File: config.mk
export PLATFORM = sky130hd
export DESIGN_NAME = ahb_lite_slave_mux
export DESIGN_NICKNAME = d
export VERILOG_FILES = /design/src/rtl/ahb_lite_slave_mux.sv
export SDC_FILE = /design/constraint.sdc
export NUM_CORES = 1
export LEC_CHECK = 0
export CAP_MARGIN = 20
export CORE_AREA = 2 2 147 149
export CTS_CLUSTER_DIAMETER = 100
export CTS_CLUSTER_SIZE = 8
export DETAILED_ROUTE_END_ITERATION = 6
export DIE_AREA = 0 0 149 151
export GPL_ROUTABILITY_DRIVEN = 0
export MAX_ROUTING_LAYER = met4
export PLACE_DENSITY_LB_ADDON = 0.2
export SLEW_MARGIN = 20
export SYNTH_ARGS = -nofsm -noshare
export SYNTH_HDL_FRONTEND = slang
export SYNTH_SLANG_ARGS = --single-unit
File: constraint.sdc
create_clock -name HCLK -period 2.1 [get_ports HCLK]
set_clock_uncertainty 0.1 [all_clocks]
set_input_delay 0.315 -clock HCLK [delete_from_list [all_inputs] [get_ports HCLK]]
set_output_delay 0.315 -clock HCLK [all_outputs]
set_load 0.02 [all_outputs]
File: src/rtl/ahb_lite_slave_mux.sv
// ---------------------------------------------------------------------------
// ahb_lite_slave_mux
//
// Single-master AHB-lite address decoder and response multiplexer for
// N_SLAVE slaves. Each slave is selected from a base/mask address map, the
// owner of the data phase is registered, and that owner's HREADY/HRESP/HRDATA
// are returned to the master. Accesses that hit no slave are answered by a
// built-in default slave with a two-cycle ERROR response. Each of these
// accesses is logged in a saturating counter, together with its address.
//
// Ports
//   HCLK, HRESETn        clock, asynchronous active-low reset
//   ma_H*                master address/control/write-data inputs
//   out_ma_HREADY/HRESP/HRDATA   response returned to the master
//   out_sl_HSEL          one-hot (or zero) per-slave select
//   out_sl_H*            unregistered broadcast copies of the master signals
//   out_sl_HREADY        broadcast HREADY, identical to out_ma_HREADY
//   sl_HREADY/HRESP/HRDATA       per-slave responses, packed by slave index
//   err_clr              synchronous clear of the error counter
//   err_cnt, err_addr    unmapped-access count and most recent address
// ---------------------------------------------------------------------------
module ahb_lite_slave_mux #(
  parameter int N_SLAVE  = 4,
  parameter int W_ADDR   = 32,
  parameter int W_DATA   = 32,
  parameter logic [N_SLAVE*W_ADDR-1:0] ADDR_BASE_MAP =
    {32'h3000_0000, 32'h2000_0000, 32'h1000_0000, 32'h0000_0000},
  parameter logic [N_SLAVE*W_ADDR-1:0] ADDR_MASK_MAP = {4{32'hF000_0000}},
  parameter int W_ERRCNT = 16
) (
  input  logic                    HCLK,
  input  logic                    HRESETn,
  input  logic [W_ADDR-1:0]       ma_HADDR,
  input  logic [1:0]              ma_HTRANS,
  input  logic                    ma_HWRITE,
  input  logic [2:0]              ma_HSIZE,
  input  logic [2:0]              ma_HBURST,
  input  logic [W_DATA-1:0]       ma_HWDATA,
  output logic                    out_ma_HREADY,
  output logic [1:0]              out_ma_HRESP,
  output logic [W_DATA-1:0]       out_ma_HRDATA,
  output logic [N_SLAVE-1:0]      out_sl_HSEL,
  output logic [W_ADDR-1:0]       out_sl_HADDR,
  output logic [1:0]              out_sl_HTRANS,
  output logic                    out_sl_HWRITE,
  output logic [2:0]              out_sl_HSIZE,
  output logic [2:0]              out_sl_HBURST,
  output logic [W_DATA-1:0]       out_sl_HWDATA,
  output logic                    out_sl_HREADY,
  input  logic [N_SLAVE-1:0]      sl_HREADY,
  input  logic [N_SLAVE*2-1:0]    sl_HRESP,
  input  logic [N_SLAVE*W_DATA-1:0] sl_HRDATA,
  input  logic                    err_clr,
  output logic [W_ERRCNT-1:0]     err_cnt,
  output logic [W_ADDR-1:0]       err_addr
);

  localparam int IDX_W = (N_SLAVE > 1) ? $clog2(N_SLAVE) : 1;

  // Kind of owner for an address or data phase
  localparam logic [1:0] K_NONE = 2'd0;
  localparam logic [1:0] K_SLV  = 2'd1;
  localparam logic [1:0] K_DEF  = 2'd2;

  // Default-slave FSM states
  localparam logic [1:0] D_IDLE = 2'd0;
  localparam logic [1:0] D_ERR1 = 2'd1;
  localparam logic [1:0] D_ERR2 = 2'd2;

  localparam logic [1:0] RESP_OKAY  = 2'b00;
  localparam logic [1:0] RESP_ERROR = 2'b01;

  logic              active;
  logic              hitAny;
  logic [IDX_W-1:0]  winIdx;
  logic [1:0]        addrKind;

  logic [1:0]        dpKind_q, dpKind_d;
  logic [IDX_W-1:0]  dpIdx_q, dpIdx_d;
  logic [1:0]        defState_q, defState_d;
  logic [W_ERRCNT-1:0] errCnt_q, errCnt_d;
  logic [W_ADDR-1:0] errAddr_q, errAddr_d;

  logic              rspReady;
  logic [1:0]        rspResp;
  logic [W_DATA-1:0] rspData;
  logic              loadDef;

  assign active = ma_HTRANS[1];

  // The scan runs from the top index downwards, so the last match written is
  // the lowest index and overlapping map entries resolve in its favour.
  always_comb begin
    hitAny = 1'b0;
    winIdx = '0;
    for (int i = N_SLAVE - 1; i >= 0; i--) begin
      if ((ma_HADDR & ADDR_MASK_MAP[i*W_ADDR +: W_ADDR]) ==
          (ADDR_BASE_MAP[i*W_ADDR +: W_ADDR] & ADDR_MASK_MAP[i*W_ADDR +: W_ADDR])) begin
        hitAny = 1'b1;
        winIdx = IDX_W'(i);
      end
    end
  end

  always_comb begin
    if (!active) begin
      addrKind = K_NONE;
    end else if (hitAny) begin
      addrKind = K_SLV;
    end else begin
      addrKind = K_DEF;
    end
  end

  always_comb begin
    out_sl_HSEL = '0;
    for (int i = 0; i < N_SLAVE; i++) begin
      out_sl_HSEL[i] = active & hitAny & (winIdx == IDX_W'(i));
    end
  end

  // The default slave only ever owns the data phase while the FSM is in
  // D_ERR1 or D_ERR2; the wait state is the D_ERR1 cycle.
  always_comb begin
    rspReady = 1'b1;
    rspResp  = RESP_OKAY;
    rspData  = '0;
    case (dpKind_q)
      K_SLV: begin
        for (int i = 0; i < N_SLAVE; i++) begin
          if (dpIdx_q == IDX_W'(i)) begin
            rspReady = sl_HREADY[i];
            rspResp  = sl_HRESP[i*2 +: 2];
            rspData  = sl_HRDATA[i*W_DATA +: W_DATA];
          end
        end
      end
      K_DEF: begin
        rspReady = (defState_q != D_ERR1);
        rspResp  = RESP_ERROR;
      end
      default: begin
      end
    endcase
  end

  assign loadDef = rspReady & (addrKind == K_DEF);

  // Next state: data-phase owner, default-slave FSM and error log. An err_clr
  // is applied after the increment so it wins, while the address is kept.
  always_comb begin
    dpKind_d   = dpKind_q;
    dpIdx_d    = dpIdx_q;
    defState_d = defState_q;
    errCnt_d   = errCnt_q;
    errAddr_d  = errAddr_q;

    if (rspReady) begin
      dpKind_d = addrKind;
      dpIdx_d  = winIdx;
    end

    case (defState_q)
      D_ERR1: defState_d = D_ERR2;
      default: begin
        if (rspReady) begin
          defState_d = loadDef ? D_ERR1 : D_IDLE;
        end
      end
    endcase

    if (loadDef) begin
      errAddr_d = ma_HADDR;
      if (errCnt_q != '1) begin
        errCnt_d = errCnt_q + W_ERRCNT'(1);
      end
    end
    if (err_clr) begin
      errCnt_d = '0;
    end
  end

  // State registers
  always_ff @(posedge HCLK or negedge HRESETn) begin
    if (!HRESETn) begin
      dpKind_q   <= K_NONE;
      dpIdx_q    <= '0;
      defState_q <= D_IDLE;
      errCnt_q   <= '0;
      errAddr_q  <= '0;
    end else begin
      dpKind_q   <= dpKind_d;
      dpIdx_q    <= dpIdx_d;
      defState_q <= defState_d;
      errCnt_q   <= errCnt_d;
      errAddr_q  <= errAddr_d;
    end
  end

  assign out_ma_HREADY = rspReady;
  assign out_ma_HRESP  = rspResp;
  assign out_ma_HRDATA = rspData;
  assign out_sl_HREADY = rspReady;

  assign out_sl_HADDR  = ma_HADDR;
  assign out_sl_HTRANS = ma_HTRANS;
  assign out_sl_HWRITE = ma_HWRITE;
  assign out_sl_HSIZE  = ma_HSIZE;
  assign out_sl_HBURST = ma_HBURST;
  assign out_sl_HWDATA = ma_HWDATA;

  assign err_cnt  = errCnt_q;
  assign err_addr = errAddr_q;

endmodule
==> summary.md <==
| Metric | Value |
|---|---|
| Outcome | `finished, violations left` |
| Failing checks | `setup timing` |
| Rel. slew slack | `55.7%` |
| Pin count of the biggest net entering global routing | `35` |
| Row count | `53` |
| Net Sw Power | `~2.6 mW` |
| Die area | `22500 um2` |
| Maximum vdd drop | `0.000636 V` |
| CP required | `about 1700 ps` |
| Leak Pwr | `3.34 nW` |
| Antenna violations before repair | `1` |
| Starting Density | `19.4%` |
| Max clock buf depth | `2` |
| Nets | `871` |
| Worst hold stages | `2` |
| Port Buf Inserts | `296` |
| Syn nets | `~580` |
| Max-cap viol count | `0` |
| Clk slew on worst S/H paths | `70 ps` |
| Hold Crit Class | `reg2reg` |
| DRC | `0` |
| Clk_lat worst skew | `about 290 ps` |
| Dpl cell area | `7180 um2` |
| Layout cell share with drive strength beyond 1 | `40.1%` |
| Worst Slack Setup Final | `-175 ps` |
| Distinct cells, synth | `40` |
| Die Wd | `149 um` |
| Pwr/cell area | `roughly 910 nW/um2` |
| Crit end category | `primary output` |
| Routed Antenna Nets | `0` |
| Fillers | `1998` |
| Slew of the pin with the lowest slew margin | `~660 ps` |
| GR Util met2 | `28.6%` |
| Slowest-stage cell, CP | `mux4_2` |
| Most common cell after layout, fill and taps aside | `clkdlybuf4s50_1` |
| First-pass GRT wire length | `roughly 25000 um` |
| Worst endpoint data arrival time | `1860 ps` |
| Die Ht | `about 150 um` |
| I/O Pins | `between 300 and 400` |
| Async SR Flop Fraction | `100%` |
| CTS tree | `built` |
| Syn. warnings | `0` |
| Internal power | `4.76 mW` |
| GRT met3 Usage | `just under 5%` |
| Most Crowded Layer GR | `met2` |
| Top post-synthesis cells by area | `dfrtp_1 34%, mux4_2 19%, buf_4 14%` |
| Avg Inst Size Synth | `11.2 um2` |
| Largest area contributor in the netlist | `dfrtp_1` |
| Clock sink count | `54` |
| DP Cell Count | `889` |
| Layout Cells excl Fill | `929` |
| Gr usage total | `between 10% and 20%` |
| Core area | `20800 um2` |
| Cells on worst reg2reg path | `9` |
| Post-synth EDFFs | `0` |
| Total number of vias | `between 3k and 4k` |
| Endpoints failing setup | `76` |
| Setup Slack @ Placement | `-393 ps` |
| Crit path top cell by count | `buf_6` |
| Sw Ratio | `35.6%` |
| Area Overhead vs Synth | `102%` |
| Commonest non-fill, non-tap cells in the layout | `250 x clkdlybuf4s50_1, 56 x buf_4, 46 x dfrtp_1` |
| Post-DP HPWL | `14900 um` |
| Final worst-path cycle share | `108%` |
| Synth Instances | `between 300 and 400` |
| CTS H-tree lvls | `2` |
| Drt initial violations | `85` |
| Num CTS Buffers | `5` |
| Max Fclk | `440 MHz` |
| CP cell instances | `buf_6, buf_16, mux4_2, and3b_1, buf_6` |
| Startpoint Class | `flip-flop` |
| Clk pwr share | `12.0%` |
| Gate power share | `65.9%` |
| Overflow after GRT | `0` |
| M1 GR Usage | `~17%` |
| Minimum clock period | `2270 ps` |
| Sequential power share | `a little over a fifth` |
| Mapped Area | `between 4000 and 5000 um2` |
| Final Routed Wirelength | `18600 um` |
| Final Hold Vio Count | `0` |
| CTS root buf | `clkbuf_16` |
| Critical path type | `reg2out` |
| Max stage delay on crit path | `approximately 550 ps` |
| Register area share after synthesis | `between 30% and 40%` |
| Fin. max-slew vios | `0` |
| RSZ-0062 raised after global routing | `yes` |
| Number of synthesized register bits | `between 50 and 60` |
| Number of global-route vias before repair | `4309` |
| Routed vias/inst | `4.29` |
| Yosys top cell area share | `around a third` |
| Worst Path Max Fanout | `7` |
| Drt wl/cell | `20.0 um` |
| Final instance area | `8130 um2` |
| Router iterations before antenna repair | `4` |
| Ys flop type | `dfrtp_1` |
[metrics by stage]
stage               power (mW)  setup TNS, ps  hold slack, ps  utilization (%)
CTS                       6.88          -7960             374             36.6
detailed placement        5.60         -16480             281             34.5
global placement          5.57         -15190             275             34.5
finish                    7.40          -5470             373             39.0
global route              7.82         -11110             399             39.0
floorplan                 3.69          -4.14           -80.6                -
[critical path, delay by kind of cell (launching register included)]
kind          cells  cell delay (ps)
flops             1              410
simple gates      1              210
mux               1              550
buf+inv           3              400
[state kept, by name, summed over array words and instances, names as in the netlist]
signal,count
err_addr,32
err_cnt,16
defState_q,2
dpIdx_q,2
dpKind_q,2
[routing by layer]
metal	share of wire, %	vias up	wire length (um)
met5	0	-	0
met4	1.4	0	266
met3	8.6	17	1590
met2	54	224	9970
met1	36	1918	6750
li1	-	1826	-
[power groups by stage]
stage,clock network (mW),logic (mW),registers [mW]
final,0.890,4.88,1.63
after detailed placement,0,3.96,1.64
after floorplan,0,1.68,2.01
after global placement,0,3.95,1.62
after CTS,0.925,4.34,1.62
after global routing,0.975,5.16,1.69
[Yosys cell counts, types with 2 or more instances]
master and number:
a21oi_1 12, and2_1 33, buf_2 9, buf_4 76
clkbuf_1 9, dfrtp_1 54, ha_1 3, inv_1 5
mux2_2 33, mux2i_1 3, mux4_2 34, nand2_1 20
nand2b_1 2, nand3_1 3, nand4_1 3, nor2_1 7
nor2b_1 2, nor3b_1 3, nor4_1 2, o21ai_0 8
o21bai_1 2, o31ai_1 9, or3_1 2, or4_1 8
or4_2 2
[timing repair]
item	4_1_cts	5_1_grt
gates resized for setup	187	114
endpoints found under the setup margin	86	91
setup buffers	15	8
hold endpoints to repair	25	0
pin swaps	15	32
hold buffers	1	0
gates cloned	2	5
[cell families after synthesis]
kind of cell / synth area share [%]
muxes: 29.0
buffers and inverters: 16.6
and+or+nand+nor: 14.2
adders and majority gates: 0.931
xor gates and xnor gates: 0.217
DFF: 33.5
AOI/OAI and AO/OA: 5.59
[cell type report]
cell class,instances,area [um2],share of cell area [%]
Multi-Input combinational cell,206,2380,29.3
Antenna cell,1,2.50,0.0308
Timing Repair Buffer,380,3860,47.5
Inverter,5,21.3,0.262
Clock buffer,7,143,1.75
Tap cell,275,344,4.23
Clock inverter,1,8.76,0.108
Sequential cell,54,1360,16.7
[worst paths after layout]
path / startpoint / endpoint / slack, ps
worst max-delay path: dpIdx_q[0] / out_ma_HRESP[1] / -170
worst min-delay path: defState_q[1] / defState_q[1] / 370
worst max register to register: dpIdx_q[0] / err_cnt[6] / -140
worst min register to register: defState_q[1] / defState_q[1] / 370
max in group asynchronous: HRESETn / dpIdx_q[0] / 790
min in group asynchronous: HRESETn / err_addr[10] / 480
Note: power is estimated with default switching activity, not from simulation.
